### src/rtl/spindash_pkg.sv
// Shared types and constants for the jt12 write scheduler.
package spindash_pkg;

  localparam int unsigned CS_W          = 5;
  localparam int unsigned ADDR_W        = 2;
  localparam int unsigned DIN_W         = 8;
  localparam int unsigned TIMER_W       = 7;
  localparam int unsigned ADDR_WAIT_DEF = 17;
  localparam int unsigned DATA_WAIT_DEF = 83;

  typedef enum logic [1:0] {
    ST_IDLE,
    ST_SETUP,
    ST_STROBE,
    ST_HOLD
  } sched_state_t;

  typedef struct packed {
    logic [CS_W-1:0]   cs;
    logic [ADDR_W-1:0] addr;
    logic [DIN_W-1:0]  din;
  } wr_entry_t;

  localparam int unsigned ENTRY_W = $bits(wr_entry_t);

endpackage

### src/rtl/spindash_fifo.sv
// Single-clock FIFO with registered occupancy; push is ignored when full.
module spindash_fifo #(
  parameter int unsigned DEPTH = 16,
  parameter int unsigned W     = 15
) (
  input  logic                     clk_jt,
  input  logic                     rst,
  input  logic                     i_push,
  input  logic                     i_pop,
  input  logic [W-1:0]             i_din,
  output logic [W-1:0]             o_dout,
  output logic                     o_full,
  output logic                     o_empty,
  output logic [$clog2(DEPTH):0]   o_level
);

  localparam int unsigned AW = $clog2(DEPTH);

  logic [W-1:0]  r_mem [DEPTH];
  logic [AW-1:0] r_wptr;
  logic [AW-1:0] r_rptr;
  logic [AW:0]   r_level;
  logic          w_push;
  logic          w_pop;

  assign w_push  = i_push && !o_full;
  assign w_pop   = i_pop && !o_empty;
  assign o_full  = (r_level == (AW+1)'(DEPTH));
  assign o_empty = (r_level == '0);
  assign o_level = r_level;
  assign o_dout  = r_mem[r_rptr];

  // Storage array, written on accepted push.
  always_ff @(posedge clk_jt) begin
    if (w_push) r_mem[r_wptr] <= i_din;
  end

  // Pointers and occupancy; simultaneous push and pop leave level unchanged.
  always_ff @(posedge clk_jt) begin
    if (rst) begin
      r_wptr  <= '0;
      r_rptr  <= '0;
      r_level <= '0;
    end else begin
      if (w_push) r_wptr <= r_wptr + AW'(1);
      if (w_pop)  r_rptr <= r_rptr + AW'(1);
      case ({w_push, w_pop})
        2'b10:   r_level <= r_level + (AW+1)'(1);
        2'b01:   r_level <= r_level - (AW+1)'(1);
        default: r_level <= r_level;
      endcase
    end
  end

endmodule

### src/rtl/spindash_write_sched.sv
// Queues host writes and replays them onto the jt12 bus, respecting per-chip busy time.
module spindash_write_sched
  import spindash_pkg::*;
#(
  parameter int unsigned YM_COUNT   = 7,
  parameter int unsigned FIFO_DEPTH = 16,
  parameter int unsigned ADDR_WAIT  = ADDR_WAIT_DEF,
  parameter int unsigned DATA_WAIT  = DATA_WAIT_DEF
) (
  input  logic                          clk_jt,
  input  logic                          rst,
  input  logic                          cen,
  input  logic                          in_valid,
  output logic                          in_ready,
  input  logic [4:0]                    in_cs,
  input  logic [1:0]                    in_addr,
  input  logic [7:0]                    in_din,
  output logic [4:0]                    ym_cs,
  output logic [1:0]                    ym_addr,
  output logic [7:0]                    ym_din,
  output logic                          ym_wr_n,
  output logic [$clog2(FIFO_DEPTH):0]   level,
  output logic                          err_cs,
  output logic                          busy
);

  sched_state_t       r_state, w_state_nxt;
  wr_entry_t          w_in_entry, w_head;
  logic               w_push, w_pop, w_full, w_empty;
  logic               w_head_ok, w_head_free, w_timers_idle;
  logic               w_load, w_err_nxt, w_wr_n_nxt;
  logic [4:0]         w_cs_nxt;
  logic [1:0]         w_addr_nxt;
  logic [7:0]         w_din_nxt;
  logic [TIMER_W-1:0] w_load_val;
  logic [4:0]         r_ym_cs;
  logic [1:0]         r_ym_addr;
  logic [7:0]         r_ym_din;
  logic               r_ym_wr_n;
  logic               r_err;
  logic [TIMER_W-1:0] r_timer [YM_COUNT];

  assign w_in_entry = {in_cs, in_addr, in_din};
  assign w_push     = in_valid && !w_full;
  assign in_ready   = !w_full;

  spindash_fifo #(
    .DEPTH (FIFO_DEPTH),
    .W     (ENTRY_W)
  ) u_fifo (
    .clk_jt  (clk_jt),
    .rst     (rst),
    .i_push  (w_push),
    .i_pop   (w_pop),
    .i_din   (w_in_entry),
    .o_dout  (w_head),
    .o_full  (w_full),
    .o_empty (w_empty),
    .o_level (level)
  );

  // Head entry validity and whether its target chip is free; any chip still busy.
  always_comb begin
    w_head_ok     = (w_head.cs != '0) && (32'(w_head.cs) <= YM_COUNT);
    w_head_free   = 1'b0;
    w_timers_idle = 1'b1;
    for (int i = 0; i < int'(YM_COUNT); i++) begin
      if (w_head.cs == 5'(i + 1)) w_head_free = (r_timer[i] == '0);
      if (r_timer[i] != '0)       w_timers_idle = 1'b0;
    end
  end

  assign w_load_val = r_ym_addr[0] ? TIMER_W'(DATA_WAIT) : TIMER_W'(ADDR_WAIT);

  // Bus phase sequencing; every transition waits for cen.
  always_comb begin
    w_state_nxt = r_state;
    w_pop       = 1'b0;
    w_err_nxt   = 1'b0;
    w_load      = 1'b0;
    w_cs_nxt    = r_ym_cs;
    w_addr_nxt  = r_ym_addr;
    w_din_nxt   = r_ym_din;
    w_wr_n_nxt  = r_ym_wr_n;
    if (cen) begin
      case (r_state)
        ST_IDLE: begin
          if (!w_empty) begin
            if (!w_head_ok) begin
              w_pop     = 1'b1;
              w_err_nxt = 1'b1;
            end else if (w_head_free) begin
              w_pop       = 1'b1;
              w_cs_nxt    = w_head.cs;
              w_addr_nxt  = w_head.addr;
              w_din_nxt   = w_head.din;
              w_wr_n_nxt  = 1'b1;
              w_state_nxt = ST_SETUP;
            end
          end
        end
        ST_SETUP: begin
          w_wr_n_nxt  = 1'b0;
          w_state_nxt = ST_STROBE;
        end
        ST_STROBE: begin
          w_wr_n_nxt  = 1'b1;
          w_load      = 1'b1;
          w_state_nxt = ST_HOLD;
        end
        ST_HOLD: begin
          w_cs_nxt    = '0;
          w_state_nxt = ST_IDLE;
        end
        default: w_state_nxt = ST_IDLE;
      endcase
    end
  end

  // State and registered bus outputs.
  always_ff @(posedge clk_jt) begin
    if (rst) begin
      r_state   <= ST_IDLE;
      r_ym_cs   <= '0;
      r_ym_addr <= '0;
      r_ym_din  <= '0;
      r_ym_wr_n <= 1'b1;
      r_err     <= 1'b0;
    end else begin
      r_state   <= w_state_nxt;
      r_ym_cs   <= w_cs_nxt;
      r_ym_addr <= w_addr_nxt;
      r_ym_din  <= w_din_nxt;
      r_ym_wr_n <= w_wr_n_nxt;
      r_err     <= w_err_nxt;
    end
  end

  // Per-chip busy timers; a load at strobe end wins over the cen decrement.
  always_ff @(posedge clk_jt) begin
    for (int i = 0; i < int'(YM_COUNT); i++) begin
      if (rst)                                  r_timer[i] <= '0;
      else if (w_load && r_ym_cs == 5'(i + 1))  r_timer[i] <= w_load_val;
      else if (cen && r_timer[i] != '0)         r_timer[i] <= r_timer[i] - TIMER_W'(1);
    end
  end

  assign ym_cs   = r_ym_cs;
  assign ym_addr = r_ym_addr;
  assign ym_din  = r_ym_din;
  assign ym_wr_n = r_ym_wr_n;
  assign err_cs  = r_err;
  assign busy    = !w_empty || (r_state != ST_IDLE) || !w_timers_idle;

endmodule

### config.mk
export PLATFORM = sky130hd
export DESIGN_NAME = spindash_write_sched
export DESIGN_NICKNAME = d
export VERILOG_FILES = /design/src/rtl/spindash_pkg.sv /design/src/rtl/spindash_fifo.sv /design/src/rtl/spindash_write_sched.sv
export SDC_FILE = /design/constraint.sdc
export NUM_CORES = 1
export LEC_CHECK = 0
export BUFFER_PORTS_ARGS = -buffer_cell sky130_fd_sc_hd__buf_2
export CAP_MARGIN = 0
export CELL_PAD_IN_SITES_DETAIL_PLACEMENT = 1
export CELL_PAD_IN_SITES_GLOBAL_PLACEMENT = 2
export CORE_ASPECT_RATIO = 0.9
export CORE_MARGIN = 5
export CORE_UTILIZATION = 29
export DETAILED_ROUTE_END_ITERATION = 6
export PLACE_DENSITY = 0.61
export SLEW_MARGIN = 20
export SYNTH_ARGS = -nofsm -noshare
export SYNTH_HDL_FRONTEND = slang
export SYNTH_HIERARCHICAL = 1
export SYNTH_SLANG_ARGS = --single-unit
### constraint.sdc
create_clock -name clk_jt -period 12.35 [get_ports clk_jt]
set_clock_uncertainty 0.05 [all_clocks]
set_input_delay 1.235 -clock clk_jt [delete_from_list [all_inputs] [get_ports clk_jt]]
set_output_delay 1.235 -clock clk_jt [all_outputs]
set_load 0.01 [all_outputs]
==> results of run 1 <==
## cell usage after synthesis (4+ instances only)
cell      number
buf_2          8
dfxtp_1       36
nand3b_1       5
xnor2_1       20
o211ai_1       7
o22ai_1        9
inv_1         26
nand3_1       25
ha_1          25
nor2b_1       11
a21oi_1       22
nor4_1         5
mux4_2        60
nor3_1        24
clkbuf_1      26
xor2_1        20
a22oi_1       30
nand4_1        8
mux2i_1        6
o21ai_0       24
nand2_1       53
nand2b_1       5
buf_6          4
nor2_1        70
and4b_1        4
edfxtp_1     289
## power by group
| part | switching (mW) | internal, mW | total [mW] |
|---|---|---|---|
| clock | 0.453 | 0.593 | 1.05 |
| sequential | 0.0667 | 1.27 | 1.33 |
| combinational | 0.292 | 0.221 | 0.513 |
| total | 0.811 | 2.08 | 2.89 |
## worst max-delay path: stages, from the launching register on
cell       delay (ps)
dfxtp_4           710
buf_4             660
mux4_2            590
a22oi_1           190
nand2_1           250
and2b_2           280
a21boi_0          180
o31ai_4           650
nand3_1           150
a21oi_1           560
o21ai_4           160
inv_1             100
ha_1              390
xor2_1            190
ha_1              240
nand2_1            80
o21ai_0           290
nor3_1             90
nand4bb_1         190
## per-layer routing
layer  wire, um  share of wire, %  up-vias
met2      16300                47      136
met4        723               2.1        4
met3       1640               4.7       57
met1      16100                46     4148
li1           -                 -     3606
met5         34             0.098        -
## final timing paths
path	startpoint	end	slack [ps]
setup / recovery	flop	u_fifo/o_level[4]	6220
hold / removal	ym_din[5]	ym_din[5]	430
setup reg to reg	flop	u_fifo/o_level[4]	6220
hold reg to reg	ym_din[5]	ym_din[5]	430
## logic make-up (layout without fill, tap and decap cells)
kind of cell	Yosys count	after routing
DFF	325	325
and+or+nand+nor	236	236
AOI/OAI and AO/OA	130	130
buffers and inverters	67	158
muxes	66	66
xor gates and xnor gates	40	40
adders and majority gates	25	25
## area by class of cell
class	instances	area, sq um
fillers	4853	31600
flip-flops and latches	325	9400
multi-input cells	497	4240
clock buffers	46	981
well taps	624	781
repair buffers	65	383
clock inverters	20	168
inverters	27	101
## placed cells by master, fill, tap and decap left out, drive strengths merged, types with 3 or more instances in the layout
cell type  count
and4b          4
buf           65
nor4           5
nand2         53
or3            3
clkbuf        46
or4            3
o22ai          9
a21oi         22
inv           28
a21o           3
o21a           4
edfxtp       289
clkinv        17
nand3b         5
nor2b         11
dfxtp         36
o211ai         9
nor3b          3
mux4          60
mux2i          6
ha            25
nor2          70
xor2          20
nand3         25
o21ai         27
nor4b          3
a22oi         30
nand4          8
nand2b         5
nor3          24
o21bai         3
o2111ai        3
xnor2         20
and3           3
## per-stage QoR
step	cell area, sq um	hold slack (ps)	power, mW	setup WS, ps	std cells
floorplan	13900	421	1.73	7900	889
global placement	14900	421	1.87	6280	1537
detailed placement	14900	427	1.88	6130	1537
CTS	16000	434	2.94	6120	1603
global route	16100	454	3.04	5600	1604
finish	16100	432	2.89	6220	1604
## sequential cells by signal (all words and copies together), names as in the netlist, named ones only
name and count:
u_fifo/r_mem 240, r_timer 49, ym_din 8, u_fifo/o_level 5, ym_cs 5, u_fifo/r_rptr 4
u_fifo/r_wptr 4, r_state 2, ym_addr 2, err_cs 1, ym_wr_n 1
==> results.cfg, run 1 <==
[routing]
drc_errors = 0
drt_iter0_markers = 448
drt-pass1-iter-count = 4
vias_per_cell = 4.96
vias = 7951
avgRoutedWirePerCell_um = 21.7
wirelength_um = 34800
final_antenna_net_count = 0

[min_path]
min_path_type = reg -> reg
min_path_cells = 2

[global_routing]
grt-busiest-layer = met2
gr-usage-met1_pct = 18.5
grt_pass1_vias = 8312
grt_pass1_wl_um = 53000
grt_max_degree = 61
use_met3_pct = 2.68
grt_remaining_overflow = 0
grt_usage_pct = 13.3
gr-usage-met2_pct = 21.3
antenna_found_initial = 2

[setup_path]
worstSetupPathType = reg -> reg
r2r_cells = 18
critPathMaxFanout = 33
required_ps = 12740
startpoint_type = flop
end_kind = flop
worstPathArrival_ps = 6520

[synthesis]
syn_area_sq_mm = 0.0139
synthMuxAreaShare_pct = 10.2
synth_top_area_share_pct = 62.5
yosysWarnings = 6
synthXorXnorAreaFrac_pct = 2.52
ys_async_sr_fraction_pct = 0
synth-simple-area-share_pct = 8.52
synth_compound_area_share_pct = 6.71
synth_edf_count = 289
synth-seq-area-share_pct = 67.7
synth_area_leaders = edfxtp_1, mux4_2, dfxtp_1
synthesis.nets = 933
ys_types = 71
synth_adder_area_share_pct = 2.25
ys_ff_latch = 325
synth.avg_cell_area_sq_um = 15.6
synth_top_family_by_area = multiplexers
synth.largest_area_cell = edfxtp_1
syn_inst = 889
synth_ff_type = edfxtp_1

[die]
initial_core_util_pct = 29.1
die_w_um = 241
die_h_um = 218
dieArea_sq_mm = 0.0523
fp.coreArea_sq_mm = 0.0476
pin_count = 43
rows = 76

[power_and_ir_drop]
p_leak_nw = 5.36
p_per_area_mw_per_mm2 = 180
ir_drop_uv = 84.7

[clock_tree]
clock_path_buffers = 3
clock-sinks = 325
cts_setup_buffers = 0
cts_hold_buffers = 0
clk_pin_slew_ps = 70
worstSkewPairLatency_ps = 560
cts_root_buffer = clkbuf_16
numCtsBuffers = 38
cts_resized = 0
cts_tree = built
htreeDepth = 2

[sta]
period_minus_slack_ps = 6130
slew_headroom_pct = 19.9
hold_violations = 0
fin_tns_setup_ps = 0
slew_viol_final = 0
final-setup-viol-count = 0
period_share_pct = 49.7
grt_setup_unrepaired = false
fmaxAchievable_mhz = 163
worstMarginPinSlew_ps = 1200

[final_layout]
drive_above_1_share_pct = 21.5
postLayoutCoreUtil_pct = 33.7
area_delta_synth_final_pct = 15.7
diodes = 0
fin_nets = 998

[placement]
place_hpwl_um = 21600
io_buffers = 42
gp_congestion = 0.708

[job]
cap_violations = 0

[outcome]
status = completed
Power figures use the tool's default switching activity.
==> run 2: changes to the inputs <==
PLACE_DENSITY = 0.63   (was 0.61)
clock period = 5.45 ns   (was 12.35 ns; I/O delays follow)
==> results.cfg, run 2 (same netlist as run 1, synthesis figures left out) <==
[clock_tree]
cts_resized = 0
htreeDepth = 2
cts_root_buffer = clkbuf_16
numCtsBuffers = 37
clock_path_buffers = 3
clk_pin_slew_ps = 60
cts_setup_buffers = 0
clock-sinks = 325
cts_tree = built
cts_hold_buffers = 0
worstSkewPairLatency_ps = 580

[final_layout]
diodes = 0
largest_register_ffs = 240
drive_above_1_share_pct = 22.6
fin_nets = 1008
fin_area_sq_mm = 0.0163
final_cell_mix = edfxtp_1, mux4_2, nor2_1
final_common_cell = edfxtp_1
regMostFlops = u_fifo/r_mem
area_delta_synth_final_pct = 17.3
postLayoutCoreUtil_pct = 34.2

[routing]
drt-pass1-iter-count = 4
vias = 7957
avgRoutedWirePerCell_um = 22.2
final_antenna_net_count = 0
drc_errors = 0
wirelength_um = 35900
drt_iter0_markers = 459
vias_per_cell = 4.92

[setup_path]
crit_chain = mux4_2, a22oi_1, nand2_1, and2b_2, a21boi_0, o31ai_4, nand3_1, a21oi_1, o21ai_4, inv_1, ha_1, xor2_1, ha_1, nand2_1, o21ai_0, nor3_1, nand4bb_1
worstPathArrival_ps = 5330
max_stage_delay_ps = 670
required_ps = 5830
ff2ff_setup_slack_ps = 500
end_kind = flop
startpoint_type = flop
worstSetupPathType = reg -> reg
slowest_stage = dfxtp_4
critPathMaxFanout = 26

[global_routing]
grt_usage_pct = 13.7
grt-busiest-layer = met2
gr-usage-met1_pct = 19.2
grt_remaining_overflow = 0
antenna_found_initial = 2
gr-usage-met2_pct = 22.0
grt_max_degree = 33
grt_pass1_vias = 8418
grt_pass1_wl_um = 54200
use_met3_pct = 2.29

[placement]
dpl_worst_slack_ps = 456
gp_congestion = 0.730
placed_area_sq_mm = 0.0150
place_hpwl_um = 22800
io_buffers = 42

[power_and_ir_drop]
p_sw_share_pct = 27.5
ir_drop_uv = 197
switchingPower_mw = 1.87
p_seq_share_pct = 44.3
p_comb_share_pct = 17.7
p_per_area_mw_per_mm2 = 417
pwr-share-clk_pct = 38.0
internal_power_mw = 4.92
total_power_mw = 6.79
p_leak_nw = 5.48

[sta]
setup_slack_ps = 504
grt_setup_unrepaired = false
period_share_pct = 90.8
fmaxAchievable_mhz = 202
period_minus_slack_ps = 4950
slew_viol_final = 0
fin_tns_setup_ps = 0
final-setup-viol-count = 0
hold_violations = 0
slew_headroom_pct = 29.0
worstMarginPinSlew_ps = 1060

[die]
dieArea_sq_mm = 0.0523
rows = 76
initial_core_util_pct = 29.1
die_h_um = 218
die_w_um = 241
pin_count = 43
fp.coreArea_sq_mm = 0.0476

[job]
cap_violations = 0

[min_path]
min_path_type = in -> reg

[outcome]
status = completed
run 2: cell types whose count changed in the layout (fill, tap and decap cells not counted):
cell | before | now
buf_4 | 23 | 33
clkbuf_8 | 0 | 5
clkinv_2 | 8 | 4
bufinv_16 | 1 | 4
clkinv_16 | 1 | 3
clkbuf_1 | 8 | 7
clkbuf_16 | 38 | 37
clkbuf_4 | 0 | 1
clkinv_1 | 7 | 8
clkinvlp_4 | 1 | 0
inv_16 | 1 | 0
inv_6 | 1 | 0
o21ai_0 | 23 | 24
o21ai_1 | 3 | 2
run 2: power groups by stage:
| stage | registers, mW | logic [mW] | clock network, mW |
|---|---|---|---|
| 2_1_floorplan | 2.98 | 0.946 | 0 |
| 3_3_place_gp | 3.06 | 1.20 | 0 |
| 3_5_place_dp | 3.07 | 1.22 | 0 |
| 4_1_cts | 3.02 | 1.23 | 2.66 |
| 5_1_grt | 3.04 | 1.32 | 2.77 |
| 6_report | 3.01 | 1.20 | 2.58 |
run 2: worst max-delay path: cells and delay by family, from the launching register on:
kind / cells / cell delay (ps)
AOI/OAI and AO/OA: 6 / 1680
xor gates and xnor gates: 1 / 190
adders and majority gates: 2 / 620
buffers and inverters: 1 / 90
DFF: 1 / 670
muxes: 1 / 560
and+or+nand+nor: 6 / 950
run 2: through the flow:
stage	hold WS (ps)	std cells
2_1_floorplan	421	889
3_3_place_gp	423	1548
3_5_place_dp	418	1548
4_1_cts	267	1616
5_1_grt	278	1617
6_report	302	1617
run 2: area by class of cell:
class / instances / area (sq um)
Fill cell: 4891 / 31400
Sequential cell: 325 / 9400
Multi-Input combinational cell: 497 / 4240
Clock buffer: 49 / 1020
Tap cell: 624 / 781
Timing Repair Buffer: 76 / 465
Clock inverter: 19 / 265
Inverter: 27 / 101
run 2: worst paths after layout:
path / startpoint / endpoint / depth (start not counted)
max: flop / u_fifo/o_level[4] / 17
min: in_din[6] / u_fifo/r_mem[2][6] / 1
max reg2reg: flop / u_fifo/o_level[4] / 17
min reg2reg: ym_din[6] / ym_din[6] / 2
run 2: per-layer routing:
metal / up-vias / part of all wire, % / wire (um)
met5: - / 0.095 / 34
met4: 4 / 1.8 / 641
met3: 42 / 5.0 / 1780
met2: 152 / 48 / 17100
met1: 4140 / 46 / 16300
li1: 3619 / - / -
==> run 3: changes to the inputs <==
PLACE_DENSITY = 0.61   (was 0.63)
clock period = 5.9 ns   (was 5.45 ns; I/O delays follow)
==> results.cfg, run 3 (same netlist as run 1, synthesis figures left out) <==
[placement]
dpl_worst_slack_ps = 981
place_hpwl_um = 21700
placed_area_sq_mm = 0.0149
io_buffers = 42
gp_congestion = 0.716

[power_and_ir_drop]
p_per_area_mw_per_mm2 = 379
p_leak_nw = 5.39
p_seq_share_pct = 45.5
switchingPower_mw = 1.69
total_power_mw = 6.11
p_comb_share_pct = 17.9
p_sw_share_pct = 27.6
internal_power_mw = 4.42
ir_drop_uv = 167
pwr-share-clk_pct = 36.6

[setup_path]
crit_chain = buf_4, mux4_2, a22oi_1, nand2_1, nor4_1, a21o_1, nand3_1, a21oi_1, o21ai_4, inv_1, ha_1, xor2_1, ha_1, nand2_1, o21ai_0, nor3_1, nand4bb_1
cp.depth = 17
endpoint = u_fifo/o_level[4]
worstPathArrival_ps = 5310
startpoint_type = flop
critPathMaxFanout = 23
ff2ff_setup_slack_ps = 970
path_buf_inv = 2
r2r_end = u_fifo/o_level[4]
cp_top_family = compound AO/OA/AOI/OAI gates
slowest_stage = dfxtp_4
required_ps = 6280
end_kind = flop
r2r_cells = 17
worstSetupPathType = reg -> reg
max_stage_delay_ps = 650

[die]
die_h_um = 218
dieArea_sq_mm = 0.0523
initial_core_util_pct = 29.1
fp.coreArea_sq_mm = 0.0476
pin_count = 43
rows = 76
die_w_um = 241

[final_layout]
final_cell_mix = edfxtp_1, mux4_2, nor2_1
largest_register_ffs = 240
area_delta_synth_final_pct = 16.1
regMostFlops = u_fifo/r_mem
fin_nets = 1000
final_common_cell = edfxtp_1
drive_above_1_share_pct = 21.5
fin_area_sq_mm = 0.0161
multiInputGateArea_sq_mm = 0.00424
fillers = 4878
seqCellArea_sq_mm = 0.00940
diodes = 0

[job]
cap_violations = 0

[outcome]
status = completed

[global_routing]
grt_max_degree = 52
grt_pass1_wl_um = 53200
grt_pass1_vias = 8329
grt_usage_pct = 13.4
antenna_found_initial = 2
grt_remaining_overflow = 0

[sta]
grt_setup_unrepaired = false
period_minus_slack_ps = 4930
period_share_pct = 83.6
fin_tns_setup_ps = 0
slew_viol_final = 0
fmaxAchievable_mhz = 203
setup_slack_ps = 969
final-setup-viol-count = 0
slew_headroom_pct = 47.5
worstMarginPinSlew_ps = 777
hold_violations = 0
hold_ws_ps = 364

[routing]
avgRoutedWirePerCell_um = 21.6
final_antenna_net_count = 0
vias_per_cell = 4.89
drt_iter0_markers = 469
wirelength_um = 34800
vias = 7875
drc_errors = 0
drt-pass1-iter-count = 5

[clock_tree]
cts_hold_buffers = 0
numCtsBuffers = 37
worstSkewPairLatency_ps = 560
clk_pin_slew_ps = 60
cts_root_buffer = clkbuf_16
clock-sinks = 325
cts_setup_buffers = 0
cts_tree = built
cts_resized = 0
htreeDepth = 2
clock_path_buffers = 3

[min_path]
min_path_type = in -> reg
==> run 3: power by group through the flow <==
stage / Clock (mW) / Combinational [mW] / Sequential, mW
5_1_grt: 2.40 / 1.21 / 2.80
2_1_floorplan: 0 / 0.874 / 2.76
3_5_place_dp: 0 / 1.12 / 2.83
6_report: 2.24 / 1.09 / 2.78
3_3_place_gp: 0 / 1.11 / 2.83
4_1_cts: 2.31 / 1.12 / 2.79
==> run 3: final cells by class <==
cell class	instances	area share [%]
Sequential cell	325	58.4
Multi-Input combinational cell	497	26.3
Clock buffer	47	6.24
Tap cell	624	4.85
Timing Repair Buffer	68	2.52
Clock inverter	21	1.06
Inverter	27	0.629
==> run 3: worst min path at each step <==
stage,from,to,slack [ps],cells after the start
after floorplan,r_state[1],r_state[1],420,2
after global placement,ym_din[4],ym_din[4],420,2
after detailed placement,ym_din[1],ym_din[1],420,2
after CTS,in_cs[4],u_fifo/r_mem[11][14],330,1
after global routing,in_cs[4],u_fifo/r_mem[11][14],340,1
final,in_din[3],u_fifo/r_mem[14][3],360,1
==> run 3: through the flow <==
step                utilization, %  std cells
floorplan                        -        889
global placement              31.3       1540
detailed placement            31.3       1541
global route                  33.8       1609
CTS                           33.8       1609
finish                        33.8       1609
==> run 3: per-layer routing <==
layer | global-route usage (%) | vias up | share of wire (%)
met3 | 2.78 | 46 | 4.6
li1 | - | 3615 | -
met1 | 18.8 | 4069 | 47
met5 | 0 | - | 0.086
met4 | 3.39 | 4 | 1.8
met2 | 21.3 | 141 | 47
